$ cat src/rtl/fifo_uart_tx_pkg.sv
// Shared types and line-level constants for the FIFO-fed UART transmitter.
// FIFO_UART_TX_PARITY_EN adds the PARITY state to tx_state_t.
package fifo_uart_pkg;

    localparam int DATA_W_DEF = 8;

    localparam logic START_BIT = 1'b0;
    localparam logic STOP_BIT  = 1'b1;

    typedef enum logic [2:0] {
        IDLE      = 3'd0,
        POP       = 3'd1,
        WAIT_DATA = 3'd2,
        START     = 3'd3,
        DATA      = 3'd4,
        STOP      = 3'd5
`ifdef FIFO_UART_TX_PARITY_EN
        ,
        PARITY    = 3'd6
`endif
    } tx_state_t;

    function automatic logic even_parity(input logic [DATA_W_DEF-1:0] d);
        return ^d;
    endfunction

endpackage

$ cat src/rtl/fifo_uart_tx_if.sv
// FIFO read-side port: one-cycle pop strobe, empty flag and read data.
// master = consumer (drives remove), slave = FIFO.
interface fifo_uart_tx_if #(
    parameter int DATA_W = 8
);
    logic              remove;
    logic              empty;
    logic [DATA_W-1:0] fifo_data;

    modport master (output remove, input empty, input fifo_data);
    modport slave  (input remove, output empty, output fifo_data);
endinterface

$ cat src/rtl/fifo_uart_tx_baud_gen.sv
// Bit-period counter: counts 0..CLKS_PER_BIT-1 while run is high, held at 0 otherwise.
// bit_tick marks the last cycle of a bit, pre_tick the cycle just before it.
module uart_baud_gen #(
    parameter int CLKS_PER_BIT = 16
) (
    input  logic clk_out,
    input  logic reset,
    input  logic run,
    output logic bit_tick,
    output logic pre_tick
);

    localparam int CNT_W = (CLKS_PER_BIT > 1) ? $clog2(CLKS_PER_BIT) : 1;
    localparam logic [CNT_W-1:0] CNT_LAST = CNT_W'(CLKS_PER_BIT - 1);
    localparam logic [CNT_W-1:0] CNT_PRE  = CNT_W'(CLKS_PER_BIT - 2);

    logic [CNT_W-1:0] cnt;

    always_ff @(posedge clk_out) begin
        if (reset || !run) begin
            cnt <= '0;
        end else if (cnt == CNT_LAST) begin
            cnt <= '0;
        end else begin
            cnt <= cnt + 1'b1;
        end
    end

    assign bit_tick = run && (cnt == CNT_LAST);
    assign pre_tick = run && (cnt == CNT_PRE);

endmodule

$ cat src/rtl/fifo_uart_tx.sv
// FIFO read client: pops one byte, sends it as start + 8 data LSB-first (+ even parity
// with FIFO_UART_TX_PARITY_EN) + STOP_BITS stop bits. Latency: pop to start bit = RD_LATENCY+1.
// Backpressure: new pop only from IDLE with enable && !empty; a started frame always completes.
module fifo_uart_tx
    import fifo_uart_pkg::*;
#(
    parameter int CLKS_PER_BIT = 16,
    parameter int DATA_W       = DATA_W_DEF,
    parameter int RD_LATENCY   = 2,
    parameter int STOP_BITS    = 1
) (
    input  logic                  clk_out,
    input  logic                  reset,
    input  logic                  enable,
    fifo_uart_tx_if.master        fifo,
    output logic                  tx,
    output logic                  busy,
    output logic                  byte_done
);

    localparam int WAIT_W = (RD_LATENCY > 1) ? $clog2(RD_LATENCY) : 1;
    localparam logic [WAIT_W-1:0] WAIT_LAST = WAIT_W'(RD_LATENCY - 1);
    localparam logic [2:0]        BIT_LAST  = 3'(DATA_W - 1);
    localparam logic [2:0]        STOP_LAST = 3'(STOP_BITS - 1);

    tx_state_t         state;
    logic [DATA_W-1:0] shift;
    logic [2:0]        bit_idx;
    logic [WAIT_W-1:0] wait_cnt;
    logic              remove_q;
    logic              run;
    logic              bit_tick;
    logic              pre_tick;
`ifdef FIFO_UART_TX_PARITY_EN
    logic              par_q;
`endif

    // The baud counter only runs while a bit is on the line.
    assign run = (state == START) || (state == DATA) || (state == STOP)
`ifdef FIFO_UART_TX_PARITY_EN
                 || (state == PARITY)
`endif
                 ;

    uart_baud_gen #(
        .CLKS_PER_BIT (CLKS_PER_BIT)
    ) u_baud (
        .clk_out  (clk_out),
        .reset    (reset),
        .run      (run),
        .bit_tick (bit_tick),
        .pre_tick (pre_tick)
    );

    assign fifo.remove = remove_q;

    always_ff @(posedge clk_out) begin
        if (reset) begin
            state     <= IDLE;
            tx        <= STOP_BIT;
            remove_q  <= 1'b0;
            busy      <= 1'b0;
            byte_done <= 1'b0;
            shift     <= '0;
            bit_idx   <= '0;
            wait_cnt  <= '0;
`ifdef FIFO_UART_TX_PARITY_EN
            par_q     <= 1'b0;
`endif
        end else begin
            remove_q  <= 1'b0;
            byte_done <= 1'b0;
            case (state)
                IDLE: begin
                    tx <= STOP_BIT;
                    if (enable && !fifo.empty) begin
                        state    <= POP;
                        remove_q <= 1'b1;
                        busy     <= 1'b1;
                    end
                end
                POP: begin
                    state    <= WAIT_DATA;
                    wait_cnt <= '0;
                end
                // empty is deliberately ignored here: the pop is already committed.
                WAIT_DATA: begin
                    if (wait_cnt == WAIT_LAST) begin
                        shift <= fifo.fifo_data;
`ifdef FIFO_UART_TX_PARITY_EN
                        par_q <= even_parity(fifo.fifo_data);
`endif
                        state <= START;
                        tx    <= START_BIT;
                    end else begin
                        wait_cnt <= wait_cnt + 1'b1;
                    end
                end
                START: begin
                    if (bit_tick) begin
                        state   <= DATA;
                        tx      <= shift[0];
                        bit_idx <= '0;
                    end
                end
                DATA: begin
                    if (bit_tick) begin
                        shift <= shift >> 1;
                        if (bit_idx == BIT_LAST) begin
                            bit_idx <= '0;
`ifdef FIFO_UART_TX_PARITY_EN
                            state   <= PARITY;
                            tx      <= par_q;
`else
                            state   <= STOP;
                            tx      <= STOP_BIT;
`endif
                        end else begin
                            bit_idx <= bit_idx + 1'b1;
                            tx      <= shift[1];
                        end
                    end
                end
`ifdef FIFO_UART_TX_PARITY_EN
                PARITY: begin
                    if (bit_tick) begin
                        state <= STOP;
                        tx    <= STOP_BIT;
                    end
                end
`endif
                STOP: begin
                    // Set one cycle early so the registered pulse lands on the last stop cycle.
                    if (pre_tick && (bit_idx == STOP_LAST)) begin
                        byte_done <= 1'b1;
                    end
                    if (bit_tick) begin
                        if (bit_idx == STOP_LAST) begin
                            state   <= IDLE;
                            busy    <= 1'b0;
                            bit_idx <= '0;
                        end else begin
                            bit_idx <= bit_idx + 1'b1;
                        end
                    end
                end
                default: begin
                    state <= IDLE;
                    tx    <= STOP_BIT;
                    busy  <= 1'b0;
                end
            endcase
        end
    end

endmodule

$ cat src/flat_wrapper.sv
// flat-port wrapper written by rule: the top's interface ports become plain ports
module fifo_uart_tx_flat import fifo_uart_pkg::*;
#(
    parameter int CLKS_PER_BIT = 16,
    parameter int DATA_W       = DATA_W_DEF,
    parameter int RD_LATENCY   = 2,
    parameter int STOP_BITS    = 1
)
  (clk_out, reset, enable, tx, busy, byte_done, fifo_remove, fifo_empty, fifo_fifo_data);
  fifo_uart_tx_if #(.DATA_W(DATA_W)) fifo_i ();
  input  logic clk_out;
  input  logic reset;
  input  logic enable;
  output logic tx;
  output logic busy;
  output logic byte_done;
  output wire logic [$bits(fifo_i.remove)-1:0] fifo_remove;
  input wire logic [$bits(fifo_i.empty)-1:0] fifo_empty;
  input wire logic [$bits(fifo_i.fifo_data)-1:0] fifo_fifo_data;
  assign fifo_remove = fifo_i.remove;
  assign fifo_i.empty = fifo_empty;
  assign fifo_i.fifo_data = fifo_fifo_data;
  fifo_uart_tx #(.CLKS_PER_BIT(CLKS_PER_BIT), .DATA_W(DATA_W), .RD_LATENCY(RD_LATENCY), .STOP_BITS(STOP_BITS)) u_core (.clk_out(clk_out), .reset(reset), .enable(enable), .fifo(fifo_i), .tx(tx), .busy(busy), .byte_done(byte_done));
endmodule
$ cat config.mk
export PLATFORM = sky130hd
export DESIGN_NAME = fifo_uart_tx_flat
export DESIGN_NICKNAME = d
export VERILOG_FILES = /design/src/rtl/fifo_uart_tx_pkg.sv /design/src/rtl/fifo_uart_tx_if.sv /design/src/rtl/fifo_uart_tx_baud_gen.sv /design/src/rtl/fifo_uart_tx.sv /design/src/flat_wrapper.sv
export SDC_FILE = /design/constraint.sdc
export NUM_CORES = 1
export LEC_CHECK = 0
export CORE_MARGIN = 2
export CORE_UTILIZATION = 45
export CTS_BUF_LIST = sky130_fd_sc_hd__clkbuf_8
export DETAILED_ROUTE_END_ITERATION = 16
export PLACE_DENSITY_LB_ADDON = 0.08
export SLEW_MARGIN = 10
export SYNTH_ARGS = -nofsm -noshare
export SYNTH_HDL_FRONTEND = slang
export SYNTH_SLANG_ARGS = --single-unit
$ cat constraint.sdc
create_clock -name clk_out -period 1.8 [get_ports clk_out]
set_input_delay 0.36 -clock clk_out [delete_from_list [all_inputs] [get_ports clk_out]]
set_output_delay 0.36 -clock clk_out [all_outputs]
set_load 0.01 [all_outputs]
---- Word level (Yosys, flattened, before mapping) ----
Cells that the tools add are included.
word-level totals
  input bits .............................. 12
  register bits ........................... 23
  output and inout bits ................... 4
  logic and storage cells ................. 85
cells by class
  mux-type cells .......................... 30
  bitwise gates (word level) .............. 4
  equality and inequality tests ........... 15
  add/sub/neg operators ................... 3
  reduce and logical (&&, ||, !) cells .... 24
operator list
  operator                                                                  number
  3-bit two-way mux                                                         12
  3-bit one-hot mux with 6 select lines                                     1
  8-bit two-way mux                                                         2
  8-bit one-hot mux with 2 select lines                                     1
  4-bit AND reduction                                                       3
  1-bit two-way mux                                                         10
  2-bit by 1-bit inequality test with 1-bit output (second input constant)  5
  3-bit equality test (second input constant)                               3
  3-bit one-hot mux with 3 select lines                                     1
  4-bit equality test (second input constant)                               2
  2-bit OR reduction                                                        4
  7-bit AND reduction                                                       1
  3-bit by 2-bit equality test with 1-bit output (second input constant)    2
  3-bit logical NOT                                                         2
  4-bit by 1-bit adder with 4-bit output (second input constant)            1
  1-bit logical AND                                                         4
  2-bit inequality test (second input constant)                             2
  1-bit inverter                                                            4
  1-bit one-hot mux with 4 select lines                                     1
  2-bit nonzero test                                                        2
  4-bit OR reduction                                                        1
  3-bit by 1-bit adder with 3-bit output (second input constant)            1
  3-bit by 1-bit equality test with 1-bit output (second input constant)    1
  1-bit logical OR                                                          3
  other kinds (6)                                                           7

---- Depth between registers and ports, before layout ----
Gate-level depths: netlist (run 1).
  depth in word-level cells ............... 6
  depth in mapped cells ................... 7

---- Cells and area by module ----
A second synthesis (run 1) with hierarchy kept.
unflattened totals
  cell total of the unflattened synthesis .. 144
  area, all modules ....................... 1226.2 um^2
by module, submodules not included
  module         area an instance (um^2)  instances  cells an instance
  fifo_uart_tx   1036.0                   1          126
  uart_baud_gen  190.2                    1          18

---- Least setup slack after synthesis (run 1) ----
No wires, ideal clock.
  path kind ............................... flip-flop to flip-flop
  start point ............................. reg u_core.u_baud.cnt[0]
  end point ............................... reg u_core.shift[7]
  stages on the path, launching flop included .. 7
  clock period less this slack ............ 1.582 ns
  data arrival time ....................... 1.512 ns
  path slack .............................. 0.218 ns
  cell sequence ........................... dfxtp_1 > ha_1 > and3_1 > buf_6 > a22oi_4 > or4b_1 > a21oi_1
on the way
  word-level cells in the longest chain between the ends .. 4
ends and longest elaborated chain
  item                                                               line                         source
  start, declared                                                    fifo_uart_tx_baud_gen.sv:17  logic [CNT_W-1:0] cnt;
  start signal, assigned                                             fifo_uart_tx_baud_gen.sv:25  cnt <= cnt + 1'b1;
  4-bit equality test                                                fifo_uart_tx_baud_gen.sv:29  assign bit_tick = run && (cnt == CNT_LAST);
  1-bit logical AND                                                  fifo_uart_tx_baud_gen.sv:29
  2-bit by 1-bit inequality test with 1-bit output (no source line)  -
  3-bit AND reduction (no source line)                               -
  end signal, assigned                                               fifo_uart_tx.sv:89           shift <= fifo.fifo_data;
  end signal, assigned                                               fifo_uart_tx.sv:108          shift <= shift >> 1;
  end, declared                                                      fifo_uart_tx.sv:27           logic [DATA_W-1:0] shift;
No other way between the ends.
A chain may end at the register's enable or synchronous reset.

---- Worst setup path after layout (run 1) ----
Same ends and word-level chain as after synthesis.

==> out/metrics.csv, run 1 <==
stage;metric;value;unit
sta;hold_viol;0;
route;wl_per_cell;12.96;um
global_route;track_usage;0.1658;
synthesis;synth_area;1262;sq um
critical_path;r2r_end;u_core.shift[7];
floorplan;rows;19;
route;viasPerCell;5.536;
synthesis;ys_async_sr_fraction;0;
power_and_ir_drop;power_density;862.4;nW/um^2
final_layout;nets;179;
global_route;grt_pass1_vias;960;
placement;place_congestion;0.7866;
power_and_ir_drop;seqPwrFrac;0.472;
synthesis;synth_cell_types;40;
critical_path;cp.arrival;1.88;ns
placement;placed_area;1446;sq um
sta;fmax;594.0;MHz
cts;tritoncts;built;
flow_run;max-cap-violations;0;
critical_path;r2r_start;u_core.u_baud.cnt[0];
worst_hold_path;min_path_cells;1;
critical_path;path_class;reg2reg;
placement;pre_cts_slack;0.1454;ns
power_and_ir_drop;max-vdd-ir-drop;0.0005703;V
route;wirelength;2.489;mm
synthesis;synth.top_cell.area_share;0.3647;
critical_path;r2r_slack;0.12;ns
synthesis;synth_nets;159;
global_route;use_met3;0.04082;
final_layout;drive_gt1_frac;0.1118;
cts;clk_pin_slew;0.08;ns
sta;worst_pin_slew;0.4034;ns
final_layout;multiInputGateArea;706.9;sq um
cts;insertion_delay;0.26;ns
sta;final.period_utilization;0.9352;
global_route;grt_first_pass_wirelength;4.319;mm
global_route;busiest_layer;met2;
critical_path;worstPathMaxFanout;16;
placement;dpl.hpwl;1.862;mm
floorplan;initial_core_util;0.4658;
final_layout;seq_area;460.4;sq um
sta;finalSetupViolations;0;
sta;rsz0062_at_grt;false;
synthesis;ys_ff_latch;23;
synthesis;yosysSeqAreaShare;0.3647;
floorplan;die_w;56.97;um
critical_path;required;1.99;ns
critical_path;end_kind;flop;
final_layout;n_fill_cell;268;
synthesis;yosysTopAreaCell;dfxtp_1;
synthesis;yosysMostFrequentCell;dfxtp_1;
cts;ctsResizeCount;0;
floorplan;die_area;3245;sq um
final_layout;final_core_util;0.5503;
power_and_ir_drop;clock_power_share;0.234;
power_and_ir_drop;sw_frac_of_total;0.3091;
sta;relSlewSlack;0.7241;
global_route;use_met2;0.2824;
floorplan;design.core.area;2710;sq um
cts;numClockSinks;23;
global_route;use_met1;0.2116;
cts;ctsLongestPathBuffers;2;
global_route;antenna_found_initial;0;
sta;finClkSkew;0.003664;ns
critical_path;worstSetupStartpointType;flop;
cts;clockRootBuffer;clkbuf_8;
final_layout;antennaDiodeCount;0;
synthesis;synth.area.top_cells;dfxtp_1 (36%), mux2i_1 (6.3%), a21oi_1 (5.9%);
synthesis;yosys_warnings;0;
sta;drv_slew;0;
synthesis;ys.flop_type;dfxtp_1;
final_layout;areaGrowthSynthToFinish;18.14;%
worst_hold_path;min-delay-start;u_core.u_baud.cnt[0];
route;final_antenna_net_count;0;
route;drc;0;
power_and_ir_drop;pwr-share-comb;0.294;
floorplan;die_height;56.97;um
cts;cts_setup_buffers;0;
cts;cts_buffers;3;
route;vias;1063;
floorplan;ioPinCount;16;
power_and_ir_drop;intPower;888.7;uW
route;first_pass_iters;2;
worst_hold_path;min_path_type;reg2reg;
synthesis;synth-edff-count;0;
power_and_ir_drop;cellLeakagePower;0.5345;nW
placement;portBuffers;15;
cts;htree_num_levels;1;
global_route;grt_max_degree;18;
final_layout;final_area;1491;sq um
synthesis;synthCells;142;
critical_path;rr_worst_depth;5;
synthesis;yosys-top-cells-count;dfxtp_1 (23), a21oi_1 (15), o21ai_0 (14);
sta;setup_ws;0.1166;ns
cts;cts.hold.buffers_added;0;
route;dr.first_iter.drc_count;25;
sta;min_period;1.683;ns
synthesis;avgSynthCellArea;8.891;sq um
run_status;outcome;finished clean;
power_and_ir_drop;fin_total_pwr;1.286;mW
sta;fin_tns_setup;0;ns
global_route;overflow;0;
power_and_ir_drop;p_sw;397.5;uW
worst_hold_path;hold_end;u_core.u_baud.cnt[0];
## kinds of logic after synthesis
| kind of cell | synth area share |
|---|---|
| fa+ha+maj | 0.04955 |
| compound gates | 0.2081 |
| flops | 0.3647 |
| mux | 0.06343 |
| buf+inv | 0.07532 |
| xor+xnor | 0.01388 |
| simple gates | 0.2250 |
## worst max path at each step
stage                     slack, ns         endpoint  cells past startpoint            startpoint
after global routing           0.03  u_core.shift[7]                      5  u_core.u_baud.cnt[0]
after detailed placement       0.15  u_core.shift[7]                      5  u_core.u_baud.cnt[0]
after global placement         0.16  u_core.shift[7]                      5  u_core.u_baud.cnt[0]
after CTS                      0.11  u_core.shift[7]                      5  u_core.u_baud.cnt[0]
final                          0.12  u_core.shift[7]                      5  u_core.u_baud.cnt[0]
after floorplan                0.22  u_core.shift[7]                      6  u_core.u_baud.cnt[0]
## layer usage
metal | up-vias | routed length (um)
met1 | 499 | 1181
met5 | - | 0
met3 | 2 | 78
met2 | 11 | 1211
li1 | 551 | -
met4 | 0 | 17
## per-stage QoR
step                      hold WS, ns  std cells
final                          0.4741        192
after global routing           0.5042        192
after global placement         0.4447        188
after CTS                      0.4788        192
after detailed placement       0.4659        188
after floorplan                0.4297        142
## state kept, by name (all words and copies together), names as in the netlist
register	count
u_core.state	3
u_core.shift	8
u_core.fifo.remove	1
u_core.bit_idx	3
u_core.tx	1
u_core.wait_cnt	1
u_core.busy	1
u_core.byte_done	1
u_core.u_baud.cnt	4
## final cells by class
class / count / share of cell area
Multi-Input combinational cell: 105 / 0.4740
Timing Repair Buffer: 25 / 0.1510
Sequential cell: 23 / 0.3087
Clock inverter: 1 / 0.002517
Clock buffer: 3 / 0.02768
Inverter: 4 / 0.01007
Tap cell: 31 / 0.02601
## worst max-delay path: stages, from the launching register on
cell,delay (ns)
dfxtp_1,0.37
ha_1,0.21
and3_1,0.22
a22oi_4,0.15
or4b_1,0.52
a21oi_1,0.14
## cell usage in the layout, fill, tap and decap left out, types with 2 or more instances in the layout
cell | synthesis | routed
buf_4 | 1 | 10
nand2b_1 | 4 | 4
nor2_1 | 10 | 10
or3_1 | 7 | 7
dfxtp_1 | 23 | 23
mux2i_1 | 8 | 8
a21oi_1 | 15 | 15
a211oi_1 | 2 | 2
a2111oi_0 | 3 | 3
nor3_1 | 4 | 4
nor2b_1 | 3 | 3
clkbuf_8 | 2 | 3
clkdlybuf4s50_1 | 0 | 15
nand2_1 | 5 | 5
nand3_1 | 3 | 3
ha_1 | 5 | 5
o21ai_0 | 14 | 14
nor3b_1 | 2 | 2
nand3b_1 | 2 | 2
inv_1 | 4 | 5
## power by group through the flow
stage	clock [mW]	combinational [mW]	sequential, mW
6_report	0.301	0.378	0.607
5_1_grt	0.345	0.422	0.615
4_1_cts	0.317	0.382	0.606
3_5_place_dp	0	0.380	0.618
3_3_place_gp	0	0.375	0.615
2_1_floorplan	0	0.273	0.610
(Power assumes the default switching activity.)
==> run 2, diff against run 1 <==
--- a/config.mk
+++ b/config.mk
@@ -5,12 +5,11 @@
 export SDC_FILE = /design/constraint.sdc
 export NUM_CORES = 1
 export LEC_CHECK = 0
-export CORE_MARGIN = 2
-export CORE_UTILIZATION = 45
+export CORE_UTILIZATION = 30
 export CTS_BUF_LIST = sky130_fd_sc_hd__clkbuf_8
 export DETAILED_ROUTE_END_ITERATION = 16
 export PLACE_DENSITY_LB_ADDON = 0.08
-export SLEW_MARGIN = 10
+export SLEW_MARGIN = 15
 export SYNTH_ARGS = -nofsm -noshare
 export SYNTH_HDL_FRONTEND = slang
 export SYNTH_SLANG_ARGS = --single-unit
==> run 2 against run 1 <==
- power up 3.6%
- critical path type unchanged
- combinational power up 2%
- core utilization down 17 points
- clock-buffer cell count unchanged
- cell count up 10%
- sequential power up 0.8%
- clock skew up 0.0031 ns
- fmax up 1.5%
- first-iteration DRC count up 76%
- final area up 2.8%
- register-to-register slack better by 0.03 ns
- hold slack worse by 0.043 ns
==> out/metrics.csv, run 2 (synthesis results as in run 1) <==
stage;metric;value;unit;change
run_status;outcome;finished clean;;
final_layout;final_area;1533;sq um;+2.8%
cts;cts_buffers;3;;unchanged
cts;ctsLongestPathBuffers;2;;unchanged
critical_path;path_class;reg2reg;;
final_layout;nets;180;;+0.56%
sta;min_period;1.658;ns;-0.02557 ns
cts;htree_num_levels;1;;unchanged
critical_path;r2r_slack;0.14;ns;+0.03 ns
sta;final.period_utilization;0.9210;;-0.01420
sta;fin_tns_setup;0;ns;unchanged
placement;placed_area;1478;sq um;+2.2%
critical_path;end_kind;flop;;
cts;tritoncts;built;;
cts;insertion_delay;0.27;ns;about the same
sta;hold_viol;0;;unchanged
power_and_ir_drop;max-vdd-ir-drop;0.0004455;V;-22%
power_and_ir_drop;p_sw;439.9;uW;+11%
final_layout;final_common_cell;dfxtp_1;;
critical_path;cp-endpoint;u_core.bit_idx[0];;
critical_path;cp_top_family;compound AO/OA/AOI/OAI gates;;
final_layout;antennaDiodeCount;0;;unchanged
cts;clk_pin_slew;0.08;ns;about the same
final_layout;areaGrowthSynthToFinish;21.41;%;
cts;numClockSinks;23;;unchanged
critical_path;worstPathMaxFanout;4;;-12
sta;drv_slew;0;;unchanged
route;wirelength;2.758;mm;+11%
critical_path;crit_chain;ha_1 > ha_1 > a2111oi_2 > nor2_1 > a211oi_1;;
route;first_pass_iters;4;;+2
route;dr.first_iter.drc_count;44;;+76%
floorplan;rows;23;;+4
sta;rsz0062_at_grt;false;;
critical_path;cp_num_cells;5;;unchanged
cts;cts_setup_buffers;0;;unchanged
worst_hold_path;min_path_type;reg2reg;;
power_and_ir_drop;pwr-share-comb;0.288;;-0.006
power_and_ir_drop;seqPwrFrac;0.460;;-0.012
sta;worst_pin_slew;0.3986;ns;-0.004818 ns
final_layout;top_register;u_core.shift;;
power_and_ir_drop;fin_total_pwr;1.333;mW;+3.6%
global_route;grt_first_pass_wirelength;4.533;mm;+5.0%
critical_path;crit_start;u_core.bit_idx[0];;
floorplan;design.core.area;4029;sq um;+49%
global_route;grt_pass1_vias;983;;+2.4%
placement;dpl.cell_count;208;;+11%
sta;finalSetupViolations;0;;unchanged
critical_path;required;1.98;ns;about the same
placement;place_congestion;0.7617;;-3.2%
sta;fmax;603.2;MHz;+1.5%
route;viasPerCell;5.038;;-9.0%
power_and_ir_drop;sw_frac_of_total;0.3300;;+0.02098
floorplan;initial_core_util;0.3134;;-0.1525
final_layout;drive_gt1_frac;0.1420;;+0.03017
critical_path;r2r_end;u_core.bit_idx[0];;
route;vias;1068;;+0.47%
floorplan;die_area;4472;sq um;+38%
global_route;antenna_found_initial;0;;unchanged
power_and_ir_drop;power_density;869.6;nW/um^2;+0.83%
power_and_ir_drop;cellLeakagePower;0.5332;nW;-0.24%
final_layout;largest_reg_flops;8;;unchanged
final_layout;most-common-layout-cells;dfxtp_1 (22), a21oi_1 (15), clkdlybuf4s50_1 (15);;
route;wl_per_cell;13.01;um;+0.35%
final_layout;stdcell_count;212;;+10%
floorplan;die_w;66.87;um;+17%
power_and_ir_drop;intPower;892.9;uW;+0.47%
floorplan;ioPinCount;16;;unchanged
global_route;track_usage;0.1352;;-0.03056
sta;relSlewSlack;0.7274;;+0.003295
global_route;grt_max_degree;18;;unchanged
flow_run;max-cap-violations;0;;unchanged
route;final_antenna_net_count;0;;unchanged
sta;finClkSkew;0.006804;ns;+0.003140 ns
cts;cts.hold.buffers_added;0;;unchanged
critical_path;cp_slowest_cell;a2111oi_2;;
critical_path;critical_path_buf_inv_count;0;;unchanged
cts;clockRootBuffer;clkbuf_8;;
route;drc;0;;unchanged
final_layout;n_fill_cell;419;;+56%
global_route;overflow;0;;unchanged
power_and_ir_drop;clock_power_share;0.253;;+0.019
placement;dpl.hpwl;1.997;mm;+7.3%
final_layout;reg.largest.list;u_core.shift: 8 flops, u_core.u_baud.cnt: 4 flops;;
critical_path;cp.arrival;1.84;ns;-0.04 ns
critical_path;path_common_cell;ha_1;;
floorplan;die_height;66.87;um;+17%
placement;portBuffers;15;;unchanged
critical_path;r2r_start;u_core.bit_idx[0];;
critical_path;slowest_delay;0.47;ns;-0.05 ns
critical_path;rr_worst_depth;5;;unchanged
critical_path;worstSetupStartpointType;flop;;
run 2: cell count changes in the layout (fill, tap and decap cells not counted):
cell      before  now
ha_1           5    4
ha_2           0    1
and3_4         0    1
buf_4         10   11
clkinv_2       0    1
and3_1         1    0
dfxtp_2        0    1
inv_1          5    4
dfxtp_1       23   22
run 2: final cells by class:
class / count / area, sq um / share of cell area
Clock buffer: 3 / 41.29 / 0.02694
Inverter: 4 / 15.01 / 0.009796
Sequential cell: 23 / 461.7 / 0.3012
Multi-Input combinational cell: 105 / 714.4 / 0.4661
Timing Repair Buffer: 26 / 232.7 / 0.1518
Tap cell: 50 / 62.56 / 0.04082
Clock inverter: 1 / 5.005 / 0.003265
run 2: how the worst min path moves through the flow:
stage	startpoint	to	slack [ns]	depth (start not counted)
after floorplan	u_core.u_baud.cnt[0]	u_core.u_baud.cnt[0]	0.43	1
after global placement	u_core.u_baud.cnt[0]	u_core.u_baud.cnt[0]	0.45	1
after detailed placement	u_core.u_baud.cnt[0]	u_core.u_baud.cnt[0]	0.45	1
after CTS	u_core.u_baud.cnt[0]	u_core.u_baud.cnt[0]	0.47	1
after global routing	u_core.u_baud.cnt[0]	u_core.u_baud.cnt[0]	0.47	1
final	u_core.u_baud.cnt[0]	u_core.u_baud.cnt[0]	0.43	1
run 2: repair_timing:
item	CTS	global route
setup endpoints to repair	0	1
gates resized for setup	0	3
endpoints found under the hold margin	0	0
run 2: power by group through the flow:
| stage | registers [mW] | clock network, mW | logic [mW] |
|---|---|---|---|
| finish | 0.612 | 0.337 | 0.384 |
| global placement | 0.621 | 0 | 0.377 |
| CTS | 0.612 | 0.351 | 0.382 |
| global route | 0.622 | 0.369 | 0.427 |
| detailed placement | 0.623 | 0 | 0.381 |
| floorplan | 0.610 | 0 | 0.273 |
run 2: layer usage:
metal,part of all wire,track usage,vias up,wire (um)
met4,0.0062,0.03191,0,17
met1,0.52,0.1782,495,1423
met2,0.43,0.2134,22,1189
li1,-,-,549,-
met5,0,0,-,0
met3,0.046,0.04110,2,128
run 2: worst reg2reg max path: cells and delay by family, from the launching register on:
family	cells	cell delay (ns)
AOI/OAI and AO/OA	2	0.71
adders and majority gates	2	0.44
DFF	1	0.34
and+or+nand+nor	1	0.08
run 2: stage by stage:
step / utilization / worst slack (ns) / hold slack [ns]
5_1_grt: 0.3804 / 0.02726 / 0.4677
3_5_place_dp: 0.3668 / 0.09971 / 0.4528
2_1_floorplan: - / 0.2180 / 0.4297
6_report: 0.3804 / 0.1422 / 0.4315
4_1_cts: 0.3783 / 0.09165 / 0.4730
3_3_place_gp: 0.3668 / 0.1346 / 0.4450
==> run 3, diff against run 2 <==
--- a/config.mk
+++ b/config.mk
@@ -13,3 +13,4 @@
 export SYNTH_ARGS = -nofsm -noshare
 export SYNTH_HDL_FRONTEND = slang
 export SYNTH_SLANG_ARGS = --single-unit
+export TNS_END_PERCENT = 50
==> results of run 3 <==
Final layout, timing and power as in run 2 (identical DEF).
